$ cat config.mk
export PLATFORM = sky130hd
export DESIGN_NAME = dds_sweep_phase_gen_flat
export DESIGN_NICKNAME = d
export VERILOG_FILES = /design/src/rtl/dds_sweep_phase_gen_if.sv /design/src/rtl/dds_sweep_phase_gen.sv /design/src/flat_wrapper.sv
export SDC_FILE = /design/constraint.sdc
export NUM_CORES = 1
export LEC_CHECK = 0
export BUFFER_PORTS_ARGS = -buffer_cell sky130_fd_sc_hd__buf_4
export CORE_MARGIN = 2
export CORE_UTILIZATION = 30
export CTS_BUF_LIST = sky130_fd_sc_hd__clkbuf_2 sky130_fd_sc_hd__clkbuf_4 sky130_fd_sc_hd__clkbuf_8
export DETAILED_ROUTE_END_ITERATION = 8
export SKIP_CTS_REPAIR_TIMING = 1
export SLEW_MARGIN = 20
export SYNTH_ARGS = -nofsm -noshare
export SYNTH_HDL_FRONTEND = slang
export SYNTH_SLANG_ARGS = --single-unit
export TNS_END_PERCENT = 5
$ cat constraint.sdc
create_clock -name CLK -period 5.8 [get_ports CLK]
set_input_delay 0.29 -clock CLK [delete_from_list [all_inputs] [get_ports CLK]]
set_output_delay 0.29 -clock CLK [all_outputs]
set_load 0.01 [all_outputs]
$ cat src/rtl/dds_sweep_phase_gen_if.sv
// Configuration channel of the DDS sweep phase generator.
//   cfg_valid/cfg_ready : request/accept handshake, fires on cfg_valid & cfg_ready
//   cfg_mode            : 00 fixed, 01 sweep-up-wrap, 10 triangle, 11 fixed
//   cfg_fcw_start/stop  : fixed FCW or sweep lower bound / sweep upper bound
//   cfg_step            : FCW increment per enabled cycle while sweeping
//   cfg_phase_off       : offset added to the output phase
//   cfg_seed            : dither LFSR seed (0 is replaced by 1)
interface dds_sweep_phase_gen_if #(
    parameter int unsigned ACC_BITS   = 32,
    parameter int unsigned PHASE_BITS = 13,
    parameter int unsigned STEP_BITS  = 24
);
    logic                  cfg_valid;
    logic                  cfg_ready;
    logic [1:0]            cfg_mode;
    logic [ACC_BITS-1:0]   cfg_fcw_start;
    logic [ACC_BITS-1:0]   cfg_fcw_stop;
    logic [STEP_BITS-1:0]  cfg_step;
    logic [PHASE_BITS-1:0] cfg_phase_off;
    logic [31:0]           cfg_seed;

    modport master (
        output cfg_valid, cfg_mode, cfg_fcw_start, cfg_fcw_stop,
               cfg_step, cfg_phase_off, cfg_seed,
        input  cfg_ready
    );

    modport slave (
        input  cfg_valid, cfg_mode, cfg_fcw_start, cfg_fcw_stop,
               cfg_step, cfg_phase_off, cfg_seed,
        output cfg_ready
    );
endinterface

$ cat src/rtl/dds_sweep_phase_gen.sv
// DDS phase generator with runtime-loadable FCW, linear/triangle frequency
// sweep, phase offset and optional LFSR dither. Retuning never clears the
// accumulator, so the output phase stays continuous.
// Ports:
//   CLK, RSTN    : clock, asynchronous active-low reset
//   cfg          : configuration channel (slave side)
//   dither_ctrl  : 1 = add LFSR dither below the phase LSB before truncation
//   enable       : advance accumulator, sweep and LFSR
//   phase_o      : registered phase to the ROM stage (1-cycle latency)
//   phase_valid  : phase_o valid
//   fcw_o        : FCW currently in use
//   sweep_done   : 1-cycle pulse on sweep wrap or triangle turn-around
//   cfg_err      : 1-cycle pulse when a sweep config is rejected
module dds_sweep_phase_gen #(
    parameter int unsigned ACC_BITS    = 32,
    parameter int unsigned PHASE_BITS  = 13,
    parameter int unsigned DITHER_BITS = 19,
    parameter int unsigned STEP_BITS   = 24
) (
    input  logic                  CLK,
    input  logic                  RSTN,
    dds_sweep_phase_gen_if.slave  cfg,
    input  logic                  dither_ctrl,
    input  logic                  enable,
    output logic [PHASE_BITS-1:0] phase_o,
    output logic                  phase_valid,
    output logic [ACC_BITS-1:0]   fcw_o,
    output logic                  sweep_done,
    output logic                  cfg_err
);

    typedef enum logic [2:0] {IDLE, LOAD, FIXED, SWEEP_UP, SWEEP_DN} state_e;

    state_e                state_q, state_d, resume_q, resume_d, sweep_next;
    logic [ACC_BITS-1:0]   acc_q, acc_d, fcw_q, fcw_d;
    logic [31:0]           lfsr_q, lfsr_d, lfsr_next;
    logic [PHASE_BITS-1:0] phase_q, phase_d;
    logic                  pvalid_q, pvalid_d, done_q, done_d, err_q, err_d;
    // active configuration
    logic [1:0]            mode_q, mode_d;
    logic [ACC_BITS-1:0]   start_q, start_d, stop_q, stop_d;
    logic [STEP_BITS-1:0]  step_q, step_d;
    logic [PHASE_BITS-1:0] off_q, off_d;
    // configuration captured at handshake, applied (or dropped) in LOAD
    logic [1:0]            pmode_q, pmode_d;
    logic [ACC_BITS-1:0]   pstart_q, pstart_d, pstop_q, pstop_d;
    logic [STEP_BITS-1:0]  pstep_q, pstep_d;
    logic [PHASE_BITS-1:0] poff_q, poff_d;
    logic [31:0]           pseed_q, pseed_d;

    logic                  cfg_ready, fire, running, sweep_cfg;
    logic [ACC_BITS:0]     up_sum, dn_diff;
    logic [ACC_BITS-1:0]   dith_sum;

    assign cfg_ready     = (state_q != LOAD);
    assign cfg.cfg_ready = cfg_ready;
    assign fire          = cfg.cfg_valid && cfg_ready;
    assign sweep_cfg     = (cfg.cfg_mode == 2'b01) || (cfg.cfg_mode == 2'b10);

    // LOAD only runs the accumulator if a config was already active before it
    assign running = (state_q == LOAD) ? (resume_q != IDLE) : (state_q != IDLE);

    // Galois form of x^32+x^22+x^2+x+1
    assign lfsr_next = {1'b0, lfsr_q[31:1]} ^ (lfsr_q[0] ? 32'h8020_0003 : 32'h0);

    assign dith_sum = acc_q + (dither_ctrl ? ACC_BITS'(lfsr_q[DITHER_BITS-1:0]) : '0);
    // one extra bit so the bound compare cannot be fooled by overflow/underflow
    assign up_sum   = {1'b0, fcw_q} + {1'b0, ACC_BITS'(step_q)};
    assign dn_diff  = {1'b0, fcw_q} - {1'b0, ACC_BITS'(step_q)};

    always_comb begin
        state_d    = state_q;
        resume_d   = resume_q;
        sweep_next = state_q;
        acc_d      = acc_q;
        fcw_d      = fcw_q;
        lfsr_d     = lfsr_q;
        phase_d    = phase_q;
        pvalid_d   = 1'b0;
        done_d     = 1'b0;
        err_d      = 1'b0;
        mode_d     = mode_q;
        start_d    = start_q;
        stop_d     = stop_q;
        step_d     = step_q;
        off_d      = off_q;
        pmode_d    = pmode_q;
        pstart_d   = pstart_q;
        pstop_d    = pstop_q;
        pstep_d    = pstep_q;
        poff_d     = poff_q;
        pseed_d    = pseed_q;

        if (running && enable) begin
            acc_d    = acc_q + fcw_q;
            lfsr_d   = lfsr_next;
            phase_d  = dith_sum[ACC_BITS-1 -: PHASE_BITS] + off_q;
            pvalid_d = 1'b1;
            case (state_q)
                SWEEP_UP: begin
                    if (up_sum >= {1'b0, stop_q}) begin
                        done_d = 1'b1;
                        if (mode_q == 2'b10) begin
                            fcw_d      = stop_q;
                            sweep_next = SWEEP_DN;
                        end else begin
                            fcw_d = start_q;
                        end
                    end else begin
                        fcw_d = up_sum[ACC_BITS-1:0];
                    end
                end
                SWEEP_DN: begin
                    if (dn_diff[ACC_BITS] || (dn_diff[ACC_BITS-1:0] <= start_q)) begin
                        done_d     = 1'b1;
                        fcw_d      = start_q;
                        sweep_next = SWEEP_UP;
                    end else begin
                        fcw_d = dn_diff[ACC_BITS-1:0];
                    end
                end
                default: ;
            endcase
        end

        state_d = sweep_next;

        if (state_q == LOAD) begin
            // err_q was computed at handshake and is the cfg_err pulse of this cycle
            if (err_q) begin
                state_d = resume_q;
            end else begin
                mode_d  = pmode_q;
                start_d = pstart_q;
                stop_d  = pstop_q;
                step_d  = pstep_q;
                off_d   = poff_q;
                fcw_d   = pstart_q;
                lfsr_d  = (pseed_q == '0) ? 32'd1 : pseed_q;
                state_d = ((pmode_q == 2'b01) || (pmode_q == 2'b10)) ? SWEEP_UP : FIXED;
            end
        end else if (fire) begin
            // a sweep bound hit in this same cycle is already folded into sweep_next
            pmode_d  = cfg.cfg_mode;
            pstart_d = cfg.cfg_fcw_start;
            pstop_d  = cfg.cfg_fcw_stop;
            pstep_d  = cfg.cfg_step;
            poff_d   = cfg.cfg_phase_off;
            pseed_d  = cfg.cfg_seed;
            err_d    = sweep_cfg && ((cfg.cfg_fcw_start >= cfg.cfg_fcw_stop) || (cfg.cfg_step == '0));
            resume_d = sweep_next;
            state_d  = LOAD;
        end
    end

    always_ff @(posedge CLK or negedge RSTN) begin
        if (!RSTN) begin
            state_q  <= IDLE;
            resume_q <= IDLE;
            acc_q    <= '0;
            fcw_q    <= '0;
            lfsr_q   <= 32'd1;
            phase_q  <= '0;
            pvalid_q <= 1'b0;
            done_q   <= 1'b0;
            err_q    <= 1'b0;
            mode_q   <= '0;
            start_q  <= '0;
            stop_q   <= '0;
            step_q   <= '0;
            off_q    <= '0;
            pmode_q  <= '0;
            pstart_q <= '0;
            pstop_q  <= '0;
            pstep_q  <= '0;
            poff_q   <= '0;
            pseed_q  <= '0;
        end else begin
            state_q  <= state_d;
            resume_q <= resume_d;
            acc_q    <= acc_d;
            fcw_q    <= fcw_d;
            lfsr_q   <= lfsr_d;
            phase_q  <= phase_d;
            pvalid_q <= pvalid_d;
            done_q   <= done_d;
            err_q    <= err_d;
            mode_q   <= mode_d;
            start_q  <= start_d;
            stop_q   <= stop_d;
            step_q   <= step_d;
            off_q    <= off_d;
            pmode_q  <= pmode_d;
            pstart_q <= pstart_d;
            pstop_q  <= pstop_d;
            pstep_q  <= pstep_d;
            poff_q   <= poff_d;
            pseed_q  <= pseed_d;
        end
    end

    assign phase_o     = phase_q;
    assign phase_valid = pvalid_q;
    assign fcw_o       = fcw_q;
    assign sweep_done  = done_q;
    assign cfg_err     = err_q;

endmodule

$ cat src/flat_wrapper.sv
// flat-port wrapper written by rule: the top's interface ports become plain ports
module dds_sweep_phase_gen_flat 
#(
    parameter int unsigned ACC_BITS    = 32,
    parameter int unsigned PHASE_BITS  = 13,
    parameter int unsigned DITHER_BITS = 19,
    parameter int unsigned STEP_BITS   = 24
)
  (CLK, RSTN, dither_ctrl, enable, phase_o, phase_valid, fcw_o, sweep_done, cfg_err, cfg_cfg_valid, cfg_cfg_mode, cfg_cfg_fcw_start, cfg_cfg_fcw_stop, cfg_cfg_step, cfg_cfg_phase_off, cfg_cfg_seed, cfg_cfg_ready);
  dds_sweep_phase_gen_if #(.ACC_BITS(ACC_BITS), .PHASE_BITS(PHASE_BITS), .STEP_BITS(STEP_BITS)) cfg_i ();
  input  logic CLK;
  input  logic RSTN;
  input  logic dither_ctrl;
  input  logic enable;
  output logic [PHASE_BITS-1:0] phase_o;
  output logic phase_valid;
  output logic [ACC_BITS-1:0] fcw_o;
  output logic sweep_done;
  output logic cfg_err;
  input wire logic [$bits(cfg_i.cfg_valid)-1:0] cfg_cfg_valid;
  input wire logic [$bits(cfg_i.cfg_mode)-1:0] cfg_cfg_mode;
  input wire logic [$bits(cfg_i.cfg_fcw_start)-1:0] cfg_cfg_fcw_start;
  input wire logic [$bits(cfg_i.cfg_fcw_stop)-1:0] cfg_cfg_fcw_stop;
  input wire logic [$bits(cfg_i.cfg_step)-1:0] cfg_cfg_step;
  input wire logic [$bits(cfg_i.cfg_phase_off)-1:0] cfg_cfg_phase_off;
  input wire logic [$bits(cfg_i.cfg_seed)-1:0] cfg_cfg_seed;
  output wire logic [$bits(cfg_i.cfg_ready)-1:0] cfg_cfg_ready;
  assign cfg_i.cfg_valid = cfg_cfg_valid;
  assign cfg_i.cfg_mode = cfg_cfg_mode;
  assign cfg_i.cfg_fcw_start = cfg_cfg_fcw_start;
  assign cfg_i.cfg_fcw_stop = cfg_cfg_fcw_stop;
  assign cfg_i.cfg_step = cfg_cfg_step;
  assign cfg_i.cfg_phase_off = cfg_cfg_phase_off;
  assign cfg_i.cfg_seed = cfg_cfg_seed;
  assign cfg_cfg_ready = cfg_i.cfg_ready;
  dds_sweep_phase_gen #(.ACC_BITS(ACC_BITS), .PHASE_BITS(PHASE_BITS), .DITHER_BITS(DITHER_BITS), .STEP_BITS(STEP_BITS)) u_core (.CLK(CLK), .RSTN(RSTN), .cfg(cfg_i), .dither_ctrl(dither_ctrl), .enable(enable), .phase_o(phase_o), .phase_valid(phase_valid), .fcw_o(fcw_o), .sweep_done(sweep_done), .cfg_err(cfg_err));
endmodule
==> results.py, run 1 <==
metrics = {
    "outcome": {
        "outcome": "complete, but fails checks",
        "violations": "hold timing",
    },
    "sta": {
        "max_freq_ghz": 0.181,
        "fin_crit_ns": 5.53,
        "min_period_over_period_pct": 95.3,
        "skew_ns": 0.0469,
        "tightest_slew_ns": 1.02,
        "finalMaxSlewViolations": 0,
        "fin_tns_setup_ns": 0,
        "rsz0062_at_grt": "true",
        "hold_viol_final": 2,
        "relSlewSlack_pct": 32.0,
        "setup_viol_count_final": 0,
        "whs_ns": -0.0551,
    },
    "synthesis": {
        "synth-seq-area-share_pct": 38.8,
        "yosys-top-cells-count": "dfrtp_1, nand2_1, o21ai_0, ha_1, inv_1",
        "syn-instance-count": 2525,
        "yosys_warnings": 0,
        "syn-num-nets": 2874,
        "synth.most_common_cell": "dfrtp_1",
        "syn_area_um2": 23000,
        "synth_area_leaders": "dfrtp_1, ha_1, o21ai_0",
        "synth_edf_count": 0,
        "synth_top_area_share_pct": 38.7,
        "ys_types": 93,
        "synth_top_area_cell": "dfrtp_1",
        "ys.flop_type": "dfrtp_1",
        "ys_ff_latch": 356,
        "avgSynthCellArea_um2": 9.10,
        "async_flop_share_pct": 100,
    },
    "power": {
        "leakagePower_nw": 13.2,
        "ir_worst_vdd_uv": 274,
        "p_per_area_nw_per_um2": 696,
    },
    "routing": {
        "vias_per_cell": 5.13,
        "drt_iter0_markers": 1542,
        "routedWlPerCell_um": 19.6,
        "route.vias.total": 20300,
        "ant_nets": 0,
        "wl_um": 77600,
        "dr.pass1.iters": 5,
        "drc_errors": 0,
    },
    "grt": {
        "grt_max_degree": 150,
        "gr-total-overflow": 0,
        "grt_pass1_vias": 20100,
        "antenna_found_initial": 1,
        "grt_pass1_wl_um": 118000,
        "grt_usage_pct": 19.3,
    },
    "setup_path": {
        "critPathLaunch": "u_core.fcw_o[18]",
        "worst_r2r_path_depth": 18,
        "r2r_end": "u_core.fcw_o[15]",
        "path_class": "reg2reg",
        "crit_path_end_kind": "flop",
        "rrSetupSlack_ns": 0.27,
        "crit_end": "u_core.fcw_o[15]",
        "worstReg2RegStart": "u_core.fcw_o[18]",
        "critical_path.max_fanout": 10,
        "required_ns": 6.31,
        "cp-start-kind": "flop",
        "worstPathArrival_ns": 6.04,
    },
    "clocking": {
        "clk_pin_slew_ns": 0.06,
        "cts.sinks": 356,
        "root_buffer": "clkbuf_8",
        "cts_tree": "built",
        "cts_made_buffers": 61,
        "clk_path_buf_depth": 3,
        "h-tree-depth": 2,
        "clk-insertion-delay-late_ns": 0.69,
    },
    "die": {
        "dieArea_um2": 78800,
        "ios": 189,
        "fp.dieH_um": 281,
        "core-area_um2": 75900,
        "initial_utilization_pct": 30.3,
        "rows": 101,
        "dieWidth_um": 281,
    },
    "placed_design": {
        "portBuffers": 188,
        "hpwl_um": 58300,
        "gp_congestion": 0.966,
    },
    "finish": {
        "drive_gt1_share_pct": 18.7,
        "synthToLayoutAreaGrowth_pct": 25.3,
        "fin_nets": 3235,
        "finish.utilization_pct": 37.9,
    },
    "job": {
        "max_cap_violations": 0,
    },
    "min_path": {
        "min_path_type": "in2reg",
        "hold_start": "cfg_cfg_fcw_stop[9]",
    },
}
placed cells by master, fill, tap and decap left out, types with 12 or more instances in the layout:
cell type	instances
a211oi_1	24
a21o_1	49
a21oi_1	153
a221oi_1	18
a22oi_1	18
a31oi_1	17
and2_1	32
and3_1	16
buf_4	270
clkbuf_4	13
clkbuf_8	81
clkinv_2	12
dfrtp_1	355
dlygate4sd3_1	135
ha_1	205
inv_1	168
mux2_2	105
mux2i_1	30
nand2_1	348
nand2b_1	13
nand3_1	34
nand4_1	22
nor2_1	97
nor2b_1	16
nor3_1	33
nor4_1	29
o211ai_1	16
o21a_1	15
o21ai_0	280
or2_2	13
xnor2_1	78
xor2_1	23
routing by layer:
| layer | up-vias | wire length, µm | track usage, % |
|---|---|---|---|
| met2 | 564 | 37900 | 33.0 |
| met5 | - | 0 | 0 |
| met4 | 0 | 4290 | 10.1 |
| li1 | 9768 | - | - |
| met3 | 194 | 4120 | 3.60 |
| met1 | 9823 | 31300 | 23.0 |
metrics by stage:
step	power, mW	instance area, µm²	setup WS (ns)	std cells	hold slack, ns
2_1_floorplan	13.0	23000	0.863	2525	-0.00559
3_3_place_gp	17.2	26000	0.305	3716	0.305
3_5_place_dp	17.2	26000	0.213	3716	0.308
4_1_cts	19.9	27400	0.204	3828	-0.415
5_1_grt	21.8	28800	-0.0131	3966	-0.00394
6_report	20.1	28800	0.275	3966	-0.0551
kinds of logic (layout without fill, tap and decap cells):
| kind of cell | count (synthesis) | count (layout) | synth area share (%) |
|---|---|---|---|
| mux | 135 | 135 | 6.45 |
| flops | 356 | 356 | 38.8 |
| simple gates | 712 | 712 | 14.6 |
| fa+ha+maj | 209 | 209 | 11.5 |
| buf+inv | 284 | 694 | 4.87 |
| other cells | 0 | 1 | 0 |
| xor+xnor | 101 | 101 | 3.85 |
| compound gates | 728 | 728 | 19.9 |
where the power goes:
part / internal, mW / total [mW] / leakage [nW] / switching [mW]
sequential: 3.74 / 4.72 / 4.34 / 0.984
clock: 1.46 / 2.57 / 0.732 / 1.11
combinational: 5.19 / 12.8 / 8.17 / 7.57
total: 10.4 / 20.1 / 13.2 / 9.66
cell type report:
| type | count | area [µm²] |
|---|---|---|
| tap | 1030 | 1290 |
| clock buffer | 94 | 1210 |
| timing repair buffer | 413 | 3530 |
| sequential | 356 | 8910 |
| multi-input combinational | 1885 | 13000 |
| inverter | 169 | 634 |
| antenna | 1 | 2.50 |
| clock inverter | 18 | 173 |
| fill | 7731 | 47200 |
worst min-delay path by stage:
| stage | end | slack (ns) | cells after the start |
|---|---|---|---|
| floorplan | u_core.acc_q[0] | -0.006 | 0 |
| global placement | u_core.poff_q[10] | 0.31 | 1 |
| detailed placement | u_core.poff_q[10] | 0.31 | 1 |
| CTS | u_core.poff_q[10] | -0.41 | 1 |
| global route | u_core.pstop_q[9] | -0.004 | 3 |
| finish | u_core.pstop_q[9] | -0.06 | 3 |
critical path, stage by stage, from the launching register on:
cell	delay, ns
dfrtp_1	0.50
ha_1	0.49
or4_1	0.55
or3_1	0.37
nor2_1	0.25
o41ai_4	0.13
o31a_1	0.23
o31a_1	0.28
or2_2	0.32
ha_1	0.32
a211o_1	0.30
a221oi_1	0.26
o211ai_1	0.15
a21o_1	0.25
nor2_2	0.17
buf_4	0.20
nor3_1	0.07
a2111oi_1	0.39
o211ai_1	0.13
registers in the layout (all words and copies together) (netlist names), 32 cells and up:
name and flops:
u_core.acc_q 32, u_core.fcw_o 32, u_core.lfsr_q 32, u_core.pseed_q 32, u_core.pstart_q 32, u_core.pstop_q 32, u_core.start_q 32, u_core.stop_q 32
No activity file was read; power rests on OpenSTA's default activity.
==> inputs of run 2 (changes only) <==
--- a/config.mk
+++ b/config.mk
@@ -10,7 +10,6 @@
 export CORE_UTILIZATION = 30
 export CTS_BUF_LIST = sky130_fd_sc_hd__clkbuf_2 sky130_fd_sc_hd__clkbuf_4 sky130_fd_sc_hd__clkbuf_8
 export DETAILED_ROUTE_END_ITERATION = 8
-export SKIP_CTS_REPAIR_TIMING = 1
 export SLEW_MARGIN = 20
 export SYNTH_ARGS = -nofsm -noshare
 export SYNTH_HDL_FRONTEND = slang
==> constraint.sdc (replaced) <==
create_clock -name CLK -period 7 [get_ports CLK]
set_input_delay 0.35 -clock CLK [delete_from_list [all_inputs] [get_ports CLK]]
set_output_delay 0.35 -clock CLK [all_outputs]
set_load 0.01 [all_outputs]
==> run 2 against run 1 <==
The run now ends clean. Fmax fell by 14%. First-iteration DRC count up 4.7%. Total power fell by 20%. Utilization shrank 0.84 points. Sequential share of layout area is 0.70 points higher. Global-route usage decreased by 0.36 points. Critical endpoint is now u_core.fcw_o[31].
==> results.py, run 2 (synthesized netlist as in run 1, its figures left out) <==
metrics = {
    "grt": {
        "grt_max_degree": 159,
        "antenna_found_initial": 1,
        "gr-total-overflow": 0,
        "grt_util_met1_pct": 23.5,
        "busiest_layer": "met2",
        "grt_pass1_wl_um": 116000,
        "grt_use_met3_pct": 2.64,
        "grtUsageMet2_pct": 32.4,
        "grt_pass1_vias": 20000,
        "grt_usage_pct": 18.9,
    },
    "min_path": {
        "min_path_type": "in2reg",
        "whs_path_depth": 3,
    },
    "finish": {
        "synthToLayoutAreaGrowth_pct": 22.5,
        "multi_input_area_um2": 13000,
        "regArea_um2": 8910,
        "final_cell_mix": "dfrtp_1, nand2_1, o21ai_0",
        "final_common_cell": "dfrtp_1",
        "final_area_um2": 28200,
        "fillers": 7787,
        "drive_gt1_share_pct": 16.6,
        "fin_nets": 3170,
    },
    "routing": {
        "route.vias.total": 19900,
        "wl_um": 75200,
        "ant_nets": 0,
        "routedWlPerCell_um": 19.3,
        "dr.pass1.iters": 5,
        "vias_per_cell": 5.10,
        "drc_errors": 0,
        "drt_iter0_markers": 1614,
    },
    "setup_path": {
        "path_delay_family": "compound AO/OA/AOI/OAI gates",
        "cp_slowest_stage_delay_ns": 0.96,
        "worstPathArrival_ns": 6.96,
        "path_class": "reg2reg",
        "rrSetupSlack_ns": 0.58,
        "required_ns": 7.54,
        "crit_cells": 19,
        "critical_path.max_fanout": 14,
        "worst_path_most_repeated_cell": "a21oi_1",
        "crit_path_end_kind": "flop",
        "cp_num_buf_inv": 1,
        "crit_slowest_cell": "o41ai_1",
        "crit_path_cell_trace": "inv_1 > fa_1 > nor2_1 > o211ai_1 > a21oi_1 > a211oi_2 > o41ai_1 > a21oi_1 > xnor2_1 > ha_1 > a21oi_1 > o21ai_0 > a221oi_1 > o211ai_1 > a21oi_1 > nand2_2 > a31o_2 > a221oi_1 > a31oi_1",
        "worst_r2r_path_depth": 19,
        "cp-start-kind": "flop",
    },
    "placed_design": {
        "dpl_cell_area_um2": 25400,
        "portBuffers": 188,
        "hpwl_um": 57000,
        "gp_congestion": 0.924,
    },
    "power": {
        "p_per_area_nw_per_um2": 571,
        "leakagePower_nw": 12.9,
        "ir_worst_vdd_uv": 198,
    },
    "sta": {
        "rsz0062_at_grt": "false",
        "min_period_over_period_pct": 91.7,
        "fin_crit_ns": 6.42,
        "tightest_slew_ns": 1.08,
        "relSlewSlack_pct": 27.8,
        "finalMaxSlewViolations": 0,
        "max_freq_ghz": 0.156,
        "fin_tns_setup_ns": 0,
        "skew_ns": 0.0201,
        "setup_viol_count_final": 0,
        "hold_viol_final": 0,
    },
    "die": {
        "rows": 101,
        "ios": 189,
        "dieWidth_um": 281,
        "initial_utilization_pct": 30.3,
        "core-area_um2": 75900,
        "dieArea_um2": 78800,
        "fp.dieH_um": 281,
    },
    "clocking": {
        "cts_hold_buf": 136,
        "cts_tree": "built",
        "cts_setup_buffers": 0,
        "clk-insertion-delay-late_ns": 0.68,
        "root_buffer": "clkbuf_8",
        "cts_made_buffers": 61,
        "clk_path_buf_depth": 3,
        "clk_pin_slew_ns": 0.06,
        "ctsResizeCount": 0,
        "cts.sinks": 356,
        "h-tree-depth": 2,
    },
    "job": {
        "max_cap_violations": 0,
    },
    "outcome": {
        "outcome": "finished, final reports clean",
    },
}
==> run 2: per-stage QoR <==
| stage | power, mW | setup slack [ns] | util, % | hold WS (ns) | cells |
|---|---|---|---|---|---|
| 6_report | 16.1 | 0.580 | 37.1 | 0.0273 | 3898 |
| 5_1_grt | 17.5 | 0.149 | 37.1 | 0.0488 | 3898 |
| 4_1_cts | 16.1 | 0.769 | 37.1 | 0.0173 | 3897 |
| 3_5_place_dp | 13.8 | 0.827 | 33.5 | 0.370 | 3652 |
| 3_3_place_gp | 13.8 | 0.931 | 33.5 | 0.371 | 3652 |
| 2_1_floorplan | 10.8 | 2.06 | - | 0.0544 | 2525 |
==> run 2: power by group <==
part,leakage (nW),switching (mW),internal (mW),total [mW]
clock network,0.715,0.905,1.18,2.09
registers,4.34,0.911,3.10,4.01
logic,7.81,6.04,3.96,9.99
total,12.9,7.85,8.24,16.1
==> run 2: final cells by class <==
type / instances / area share, %
inverter: 169 / 2.25
multi-input combinational: 1885 / 46.2
clock buffer: 88 / 4.01
tap: 1030 / 4.58
sequential: 356 / 31.6
antenna: 1 / 0.00889
timing repair buffer: 348 / 10.6
clock inverter: 21 / 0.760
==> run 2: final timing paths <==
check                                      from            endpoint
max in group asynchronous                  RSTN    u_core.fcw_o[22]
min in group asynchronous                  RSTN    u_core.poff_q[9]
max reg2reg                     u_core.fcw_o[1]    u_core.fcw_o[31]
min                        cfg_cfg_fcw_stop[19]  u_core.pstop_q[19]
min reg2reg                   u_core.pstep_q[0]    u_core.step_q[0]
max                             u_core.fcw_o[1]    u_core.fcw_o[31]
==> run 2: metal layers <==
layer / up-vias / share of wire (%)
met5: - / 0
met2: 519 / 49
met1: 9589 / 42
met3: 171 / 4.5
li1: 9613 / -
met4: 0 / 5.0
==> run 2: worst reg2reg max path, cell delays in order, from the launching register on <==
cell	delay, ns
dfrtp_1	0.46
inv_1	0.16
fa_1	0.48
nor2_1	0.16
o211ai_1	0.14
a21oi_1	0.34
a211oi_2	0.23
o41ai_1	0.96
a21oi_1	0.18
xnor2_1	0.53
ha_1	0.36
a21oi_1	0.14
o21ai_0	0.08
a221oi_1	0.32
o211ai_1	0.16
a21oi_1	0.47
nand2_2	0.37
a31o_2	0.34
a221oi_1	0.27
a31oi_1	0.14
